## src/rtl/serial_pattern_tx.sv

```systemverilog
// Serial marker-pattern source for the 011/100 sequence detector.
// Sends a 3-bit pattern MSB first, N times, with optional idle gap bits between frames.
module serial_pattern_tx #(
  parameter int   CNT_W    = 4,
  parameter int   GAP_BITS = 1,
  parameter logic IDLE_BIT = 1'b0
) (
  input  logic             ck,
  input  logic             rs,
  input  logic             start,
  input  logic             sel,
  input  logic [CNT_W-1:0] cnt,
  input  logic             abort,
  output logic             s,
  output logic             busy,
  output logic             done
);

  // The gap counter only has to hold GAP_BITS-1, so it never needs more than clog2(GAP_BITS) bits
  localparam int GAP_W = (GAP_BITS > 1) ? $clog2(GAP_BITS) : 1;
  localparam logic [GAP_W-1:0] GAP_LOAD = GAP_W'((GAP_BITS > 0) ? GAP_BITS - 1 : 0);

  typedef enum logic [1:0] {IDLE, SEND, GAP, DONE} state_t;

  state_t           state_q, state_d;
  logic             s_q, s_d;
  logic             busy_q, busy_d;
  logic             done_q, done_d;
  logic [1:0]       bit_q, bit_d;
  logic [CNT_W-1:0] frames_q, frames_d;
  logic [GAP_W-1:0] gap_q, gap_d;
  logic             sel_q, sel_d;
  logic [3:0]       pat_q;
  logic [2:0]       new_pat;
  logic [CNT_W-1:0] frames_dec;

  assign s    = s_q;
  assign busy = busy_q;
  assign done = done_q;

  // Bit 3 of pat_q is padding so a wrapped bit index never selects out of range
  assign pat_q      = {1'b0, (sel_q ? 3'b100 : 3'b011)};
  assign new_pat    = sel ? 3'b100 : 3'b011;
  assign frames_dec = frames_q - CNT_W'(1);

  always_ff @(posedge ck or negedge rs) begin
    if (!rs) begin
      state_q  <= IDLE;
      s_q      <= IDLE_BIT;
      busy_q   <= 1'b0;
      done_q   <= 1'b0;
      bit_q    <= 2'd2;
      frames_q <= '0;
      gap_q    <= '0;
      sel_q    <= 1'b0;
    end else begin
      state_q  <= state_d;
      s_q      <= s_d;
      busy_q   <= busy_d;
      done_q   <= done_d;
      bit_q    <= bit_d;
      frames_q <= frames_d;
      gap_q    <= gap_d;
      sel_q    <= sel_d;
    end
  end

  // bit_q is the index of the next bit to drive; it wraps to 3 once bit 0 is on the line
  always_comb begin
    state_d  = state_q;
    s_d      = s_q;
    busy_d   = busy_q;
    done_d   = 1'b0;
    bit_d    = bit_q;
    frames_d = frames_q;
    gap_d    = gap_q;
    sel_d    = sel_q;

    case (state_q)
      IDLE: begin
        s_d    = IDLE_BIT;
        busy_d = 1'b0;
        if (start) begin
          if (cnt != '0) begin
            sel_d    = sel;
            frames_d = cnt;
            s_d      = new_pat[2];
            bit_d    = 2'd1;
            busy_d   = 1'b1;
            state_d  = SEND;
          end else begin
            done_d  = 1'b1;
            state_d = DONE;
          end
        end
      end

      SEND: begin
        if (abort) begin
          s_d     = IDLE_BIT;
          busy_d  = 1'b0;
          state_d = IDLE;
        end else if (bit_q != 2'd3) begin
          s_d   = pat_q[bit_q];
          bit_d = bit_q - 2'd1;
        end else begin
          frames_d = frames_dec;
          if (frames_dec == '0) begin
            s_d     = IDLE_BIT;
            busy_d  = 1'b0;
            done_d  = 1'b1;
            state_d = DONE;
          end else if (GAP_BITS > 0) begin
            s_d     = IDLE_BIT;
            gap_d   = GAP_LOAD;
            state_d = GAP;
          end else begin
            s_d   = pat_q[2];
            bit_d = 2'd1;
          end
        end
      end

      GAP: begin
        if (abort) begin
          s_d     = IDLE_BIT;
          busy_d  = 1'b0;
          state_d = IDLE;
        end else if (gap_q == '0) begin
          s_d     = pat_q[2];
          bit_d   = 2'd1;
          state_d = SEND;
        end else begin
          s_d   = IDLE_BIT;
          gap_d = gap_q - GAP_W'(1);
        end
      end

      DONE: begin
        s_d     = IDLE_BIT;
        busy_d  = 1'b0;
        state_d = IDLE;
      end

      default: begin
        s_d     = IDLE_BIT;
        busy_d  = 1'b0;
        state_d = IDLE;
      end
    endcase
  end

endmodule
```

## config.mk

```make
export PLATFORM = sky130hd
export DESIGN_NAME = serial_pattern_tx
export DESIGN_NICKNAME = d
export VERILOG_FILES = /design/src/rtl/serial_pattern_tx.sv
export SDC_FILE = /design/constraint.sdc
export NUM_CORES = 1
export LEC_CHECK = 0
export ABC_AREA = 0
export CAP_MARGIN = 0
export CORE_MARGIN = 2
export CORE_UTILIZATION = 50
export CTS_CLUSTER_SIZE = 40
export DETAILED_ROUTE_END_ITERATION = 8
export GPL_TIMING_DRIVEN = 1
export PLACE_DENSITY_LB_ADDON = 0.05
export SLEW_MARGIN = 25
export SYNTH_ARGS = -nofsm -noshare
export SYNTH_HDL_FRONTEND = slang
export SYNTH_SLANG_ARGS = --single-unit
```

## constraint.sdc

```tcl
create_clock -name ck -period 2.2 [get_ports ck]
set_input_delay 0.44 -clock ck [delete_from_list [all_inputs] [get_ports ck]]
set_output_delay 0.44 -clock ck [all_outputs]
set_load 0.005 [all_outputs]
```

==> results of run 1 <==
==> metrics by stage <==
stage	util	hold WS (ps)	power, W
6_report	0.677	502	0.00107
4_1_cts	0.677	515	0.00107
5_1_grt	0.677	546	0.00117
3_3_place_gp	0.650	500	0.000873
2_1_floorplan	-	144	0.000748
3_5_place_dp	0.650	503	0.000883
==> worst max-delay path: cells and delay by family, from the launching register on <==
| kind | cells | cell delay (ps) |
|---|---|---|
| flops | 1 | 470 |
| fa+ha+maj | 1 | 240 |
| simple gates | 2 | 600 |
| buf+inv | 1 | 90 |
| compound gates | 2 | 490 |
==> cells in the mapped netlist, drive strengths merged, types with 2 or more instances <==
cell    number  area share
a21oi        5       0.034
a31oi        2       0.017
dfrtp       11        0.37
ha           3       0.051
inv          7       0.036
mux2         2       0.030
nand2        6       0.030
nand2b       2       0.017
nor2         9       0.049
nor3         5       0.034
nor4         2       0.017
o21ai        7       0.047
o22ai        2       0.017
or2          2       0.017
==> kinds of logic after synthesis <==
kind of cell | share of synthesized area
simple gates | 0.228
compound gates | 0.222
flops | 0.408
buf+inv | 0.0474
mux | 0.0440
fa+ha+maj | 0.0508
==> registers in the layout, summed over array words and instances, names as in the netlist <==
register / cells
sel_q: 1
busy: 1
done: 1
state_q: 2
frames_q: 4
s: 1
bit_q: 2
==> per-layer routing <==
layer  vias to the layer above  wire length [µm]  global-route usage  part of all wire
li1                        333                 -                   -                 -
met3                         4                64              0.0259             0.041
met5                         -                 0                   0                 0
met4                         0                42               0.138             0.027
met1                       303               755               0.275              0.49
met2                        14               687               0.286              0.44
==> report_power, final <==
| part | total [W] | internal [W] | leakage (nW) | switching [W] |
|---|---|---|---|---|
| Sequential | 0.000407 | 0.000315 | 0.146 | 0.0000925 |
| Clock | 0.000181 | 0.000101 | 0.0210 | 0.0000799 |
| Combinational | 0.000481 | 0.000234 | 0.229 | 0.000247 |
==> final cells by class <==
cell class / instances / area [µm²] / area share
clock buffers: 4 / 36.3 / 0.0402
inverters: 7 / 26.3 / 0.0291
multi-input cells: 62 / 403 / 0.446
flip-flops and latches: 12 / 302 / 0.334
well taps: 15 / 18.8 / 0.0208
repair buffers: 12 / 118 / 0.130
==> how the worst min path moves through the flow <==
stage	endpoint	slack (ps)
floorplan	bit_q[0]	140
global placement	bit_q[0]	500
detailed placement	bit_q[0]	500
CTS	bit_q[0]	510
global route	bit_q[0]	550
finish	state_q[1]	500
==> key figures, run 1 <==
Synth
  • Seq/Total Area, Yosys: 0.408
  • Synthesized area: 739 µm²
  • FF+latch count, synth: 12
  • Mapped Avg Cell Area: 8.91 µm²
  • Synth cell types: 33
  • Post-synthesis cell count: between 80 and 90
  • Yosys Warn Count: 0
  • Mapped Nets: 95
  • Ys flop type: dfrtp_1
  • Asr flop ratio synth: 1.00
  • Number of enable flip-flop cells after synthesis: 0

Flow run
  • Max-cap check violation count: 0

Critical path
  • CP max-delay cell: dfrtp_1
  • R2r worst-path depth: 6
  • Crit Path Max Fanout: 7
  • Crit path DAT: 2170 ps
  • CP cell instances: inv_1 > ha_1 > or2_2 > nor4_1 > a31oi_1 > o41a_1
  • Critical Path Start: frames_q[0]
  • Reg-to-reg endpoint: busy
  • R2r startpoint: frames_q[0]
  • Crit path to: busy
  • Worst setup SP type: flip-flop
  • Crit Path Category: flip-flop to flip-flop
  • Crit path required time: 2360 ps
  • Flop2flop setup slack: 200 ps
  • CP max stage delay: 470 ps
  • Setup crit end kind: flip-flop

Timing
  • Clock Skew: 7.41 ps
  • RSZ-0062 raised after global routing: no
  • Worst Tran Pin Value: 545 ps
  • Minimum clock period: 2000 ps
  • Final Max Tran Viols: 0
  • Rel. slew slack: 0.635
  • Setup TNS: 0 ps
  • PnR worst setup slack: 197 ps
  • Final period utilization: 0.911
  • Final setup vio count: 0
  • Fmax: between 400 and 500 MHz
  • Final hold vios: 0

Die
  • Die Y: 42.5 µm
  • Core Footprint: 0.00133 mm²
  • IO Pins: 12
  • Starting Density: 0.554
  • Die area: around 0.0018 mm²
  • DIE WIDTH: 42.5 µm
  • Row count: 13

Clock network
  • CTS tree: done
  • Clock slew at reported path FFs: 80 ps
  • Worst skew pair latency: approximately 280 ps
  • Post-CTS Setup Repair Bufs: 0
  • Num CTS Buffers: 3
  • Post-cts repair resize count: 0
  • Root buffer selected by CTS: clkbuf_4
  • Hold_buf cts: 0
  • Clock Sinks: 12
  • Clock buffer depth: 2
  • H-tree depth: 1

Placement
  • Worst slack, placed: between 100 and 150 ps
  • HPWL Detailed: 1.15 mm
  • Dpl cells: approximately 110
  • I/O Buffers: 11
  • RePlAce Congestion: 0.915
  • DP Area: about 870 µm²

Detailed routing
  • Initial drt markers: 17
  • Residual DRC: 0
  • Post-route ant nets: 0
  • First drt pass iteration count: 4
  • Routed WL per cell: 13.8 µm
  • WL final: 1.55 mm
  • Vias: 654
  • Vias per Instance: 5.84

Cells and area
  • Area Overhead vs Synth: 22.2%
  • Finished Layout Cells: 112
  • Nets@finish: 110
  • Design area: about 900 µm²
  • Ant. Diodes: 0
  • Fillers: between 100 and 150
  • Most frequent cells in the layout: dfrtp_1 (11), clkdlybuf4s50_1 (11), nor2_1 (8)
  • Layout cell share with drive strength beyond 1: 0.155

GRT
  • Largest net degree at the start of global routing: 13
  • First-pass GRT wire length: 2.66 mm
  • Remaining global-route overflow: 0
  • Vias in the first global route: between 600 and 700
  • Initial antenna violation count: 0
  • Gr usage total: 0.199

Pwr
  • Static Leak: 0.396 nW
  • Peak supply drop: 0.640 mV
  • Pwr/cell area: 1180 mW/mm²

Status
  • Status: finished clean

Worst hold path
  • Tightest Hold Check Type: input port to async pin
No activity file was read; power rests on OpenSTA's default activity.
==> run 2: changes to the inputs <==
- PLACE_DENSITY: default -> 0.76
- PLACE_DENSITY_LB_ADDON: 0.05 -> default
==> key figures, run 2 (synthesis gave the netlist of run 1 again) <==
Critical path
  • CP max-delay cell: dfrtp_1 (unchanged)
  • Crit Path Max Fanout: 7 (unchanged)
  • Crit path DAT: 2110 ps (was 2170 ps)
  • R2r worst-path depth: 6 (unchanged)
  • Crit Path Category: flip-flop to flip-flop (unchanged)
  • Flop2flop setup slack: 240 ps (was 200 ps)
  • Reg-to-reg endpoint: busy (unchanged)
  • Worst setup SP type: flip-flop (unchanged)
  • CP cell instances: inv_1 > ha_1 > or2_2 > o21ai_0 > a31oi_1 > o41a_1 (was inv_1 > ha_1 > or2_2 > nor4_1 > a31oi_1 > o41a_1)
  • CP max stage delay: 460 ps (was 470 ps)
  • Crit path required time: 2350 ps (was 2360 ps)
  • Setup crit end kind: flip-flop (unchanged)
  • R2r startpoint: frames_q[0] (unchanged)

Timing
  • RSZ-0062 raised after global routing: no (unchanged)
  • Hold slack: 513 ps (was 502 ps)
  • Minimum clock period: 1960 ps (was 2000 ps)
  • Final Max Tran Viols: 0 (unchanged)
  • Fmax: 511 MHz (was 499 MHz)
  • Worst Tran Pin Value: 541 ps (was 545 ps)
  • Final period utilization: 0.889 (was 0.911)
  • Final hold vios: 0 (unchanged)
  • Setup TNS: 0 ps (unchanged)
  • Rel. slew slack: 0.638 (was 0.635)
  • Clock Skew: 5.02 ps (was 7.41 ps)
  • Final setup vio count: 0 (unchanged)

Clock network
  • Worst skew pair latency: 270 ps (was 280 ps)
  • Root buffer selected by CTS: clkbuf_4 (unchanged)
  • Clock Sinks: 12 (unchanged)
  • Num CTS Buffers: 3 (unchanged)
  • CTS tree: done (unchanged)
  • Hold_buf cts: 0 (unchanged)
  • Post-CTS Setup Repair Bufs: 0 (unchanged)
  • Post-cts repair resize count: 0 (unchanged)
  • Clock slew at reported path FFs: 70 ps (was 80 ps)
  • H-tree depth: 1 (unchanged)
  • Clock buffer depth: 2 (unchanged)

Cells and area
  • Area Overhead vs Synth: 22.2% (unchanged)
  • Final Core Density: 0.677 (unchanged)
  • Ant. Diodes: 0 (unchanged)
  • Most frequent cells in the layout: dfrtp_1 (11), clkdlybuf4s50_1 (11), nor2_1 (8) (unchanged)
  • Multi-input gate area: 403 µm² (unchanged)
  • Top flop regs: frames_q x4, bit_q x2, state_q x2 (unchanged)
  • Reg area: 302 µm² (unchanged)
  • Reg with most FFs: frames_q (unchanged)
  • Number of flip-flops in the largest register: 4 (unchanged)
  • Layout cell share with drive strength beyond 1: 0.155 (unchanged)
  • Fillers: 107 (was 110)
  • Nets@finish: 110 (unchanged)

GRT
  • Met2 Track Usage GR: 0.298 (was 0.286)
  • GRT busiest layer: met2 (unchanged)
  • Largest net degree at the start of global routing: 13 (unchanged)
  • Vias in the first global route: 607 (was 633)
  • Grt met1 use: 0.251 (was 0.275)
  • Remaining global-route overflow: 0 (unchanged)
  • Initial antenna violation count: 0 (unchanged)
  • First-pass GRT wire length: 2.59 mm (was 2.66 mm)
  • GR Util met3: 0.0733 (was 0.0259)
  • Gr usage total: 0.194 (was 0.199)

Detailed routing
  • WL final: 1.52 mm (was 1.55 mm)
  • Vias: 670 (was 654)
  • Vias per Instance: 5.98 (was 5.84)
  • Post-route ant nets: 0 (unchanged)
  • Residual DRC: 0 (unchanged)
  • Initial drt markers: 23 (was 17)
  • First drt pass iteration count: 4 (unchanged)
  • Routed WL per cell: 13.6 µm (was 13.8 µm)

Flow run
  • Max-cap check violation count: 0 (unchanged)

Die
  • DIE WIDTH: 42.5 µm (unchanged)
  • Die Y: 42.5 µm (unchanged)
  • Die area: 0.00180 mm² (unchanged)
  • IO Pins: 12 (unchanged)
  • Starting Density: 0.554 (unchanged)
  • Row count: 13 (unchanged)
  • Core Footprint: 0.00133 mm² (unchanged)

Placement
  • I/O Buffers: 11 (unchanged)
  • RePlAce Congestion: 0.968 (was 0.915)
  • HPWL Detailed: 1.15 mm (about the same)

Pwr
  • Pwr/cell area: 1180 mW/mm² (about the same)
  • Static Leak: 0.396 nW (unchanged)
  • Tot Pwr: 0.00107 W (about the same)
  • Peak supply drop: 0.810 mV (was 0.640 mV)

Status
  • Status: finished clean (unchanged)

Worst hold path
  • Tightest Hold Check Type: input port to async pin (unchanged)
-- run 2: cell counts in the layout (fill, tap and decap cells not counted) --
Identical to the previous run, type by type.
-- run 2: how the worst max path moves through the flow --
stage,startpoint,endpoint,slack (ps),cells after the start
2_1_floorplan,frames_q[0],busy,500,6
3_3_place_gp,cnt[3],frames_q[1],140,5
3_5_place_dp,cnt[3],frames_q[1],140,5
4_1_cts,frames_q[0],busy,280,6
5_1_grt,frames_q[0],busy,150,6
6_report,frames_q[0],busy,240,6
-- run 2: per-layer routing --
layer	wire length, µm	part of all wire
met2	621	0.41
met5	0	0
met1	734	0.48
met4	30	0.020
met3	131	0.086
-- run 2: worst max-delay path, delay by kind of cell, from the launching register on --
kind	cells	cell delay, ps
AOI/OAI and AO/OA	3	740
DFF	1	460
and+or+nand+nor	1	310
adders and majority gates	1	230
buffers and inverters	1	80
-- run 2: power breakdown --
group	switching, W	internal [W]
clock	0.0000719	0.000101
sequential	0.0000966	0.000315
combinational	0.000249	0.000236
total	0.000417	0.000652
-- run 2: final cells by class --
| cell class | instances | area share |
|---|---|---|
| clock buffers | 4 | 0.0402 |
| inverters | 7 | 0.0291 |
| multi-input cells | 62 | 0.446 |
| flip-flops and latches | 12 | 0.334 |
| well taps | 15 | 0.0208 |
| repair buffers | 12 | 0.130 |
-- run 2: through the flow --
| stage | instance area, µm² | cells | setup slack [ps] |
|---|---|---|---|
| floorplan | 739 | 83 | 501 |
| global placement | 867 | 108 | 141 |
| detailed placement | 867 | 108 | 139 |
| CTS | 903 | 112 | 278 |
| global route | 903 | 112 | 154 |
| finish | 903 | 112 | 244 |
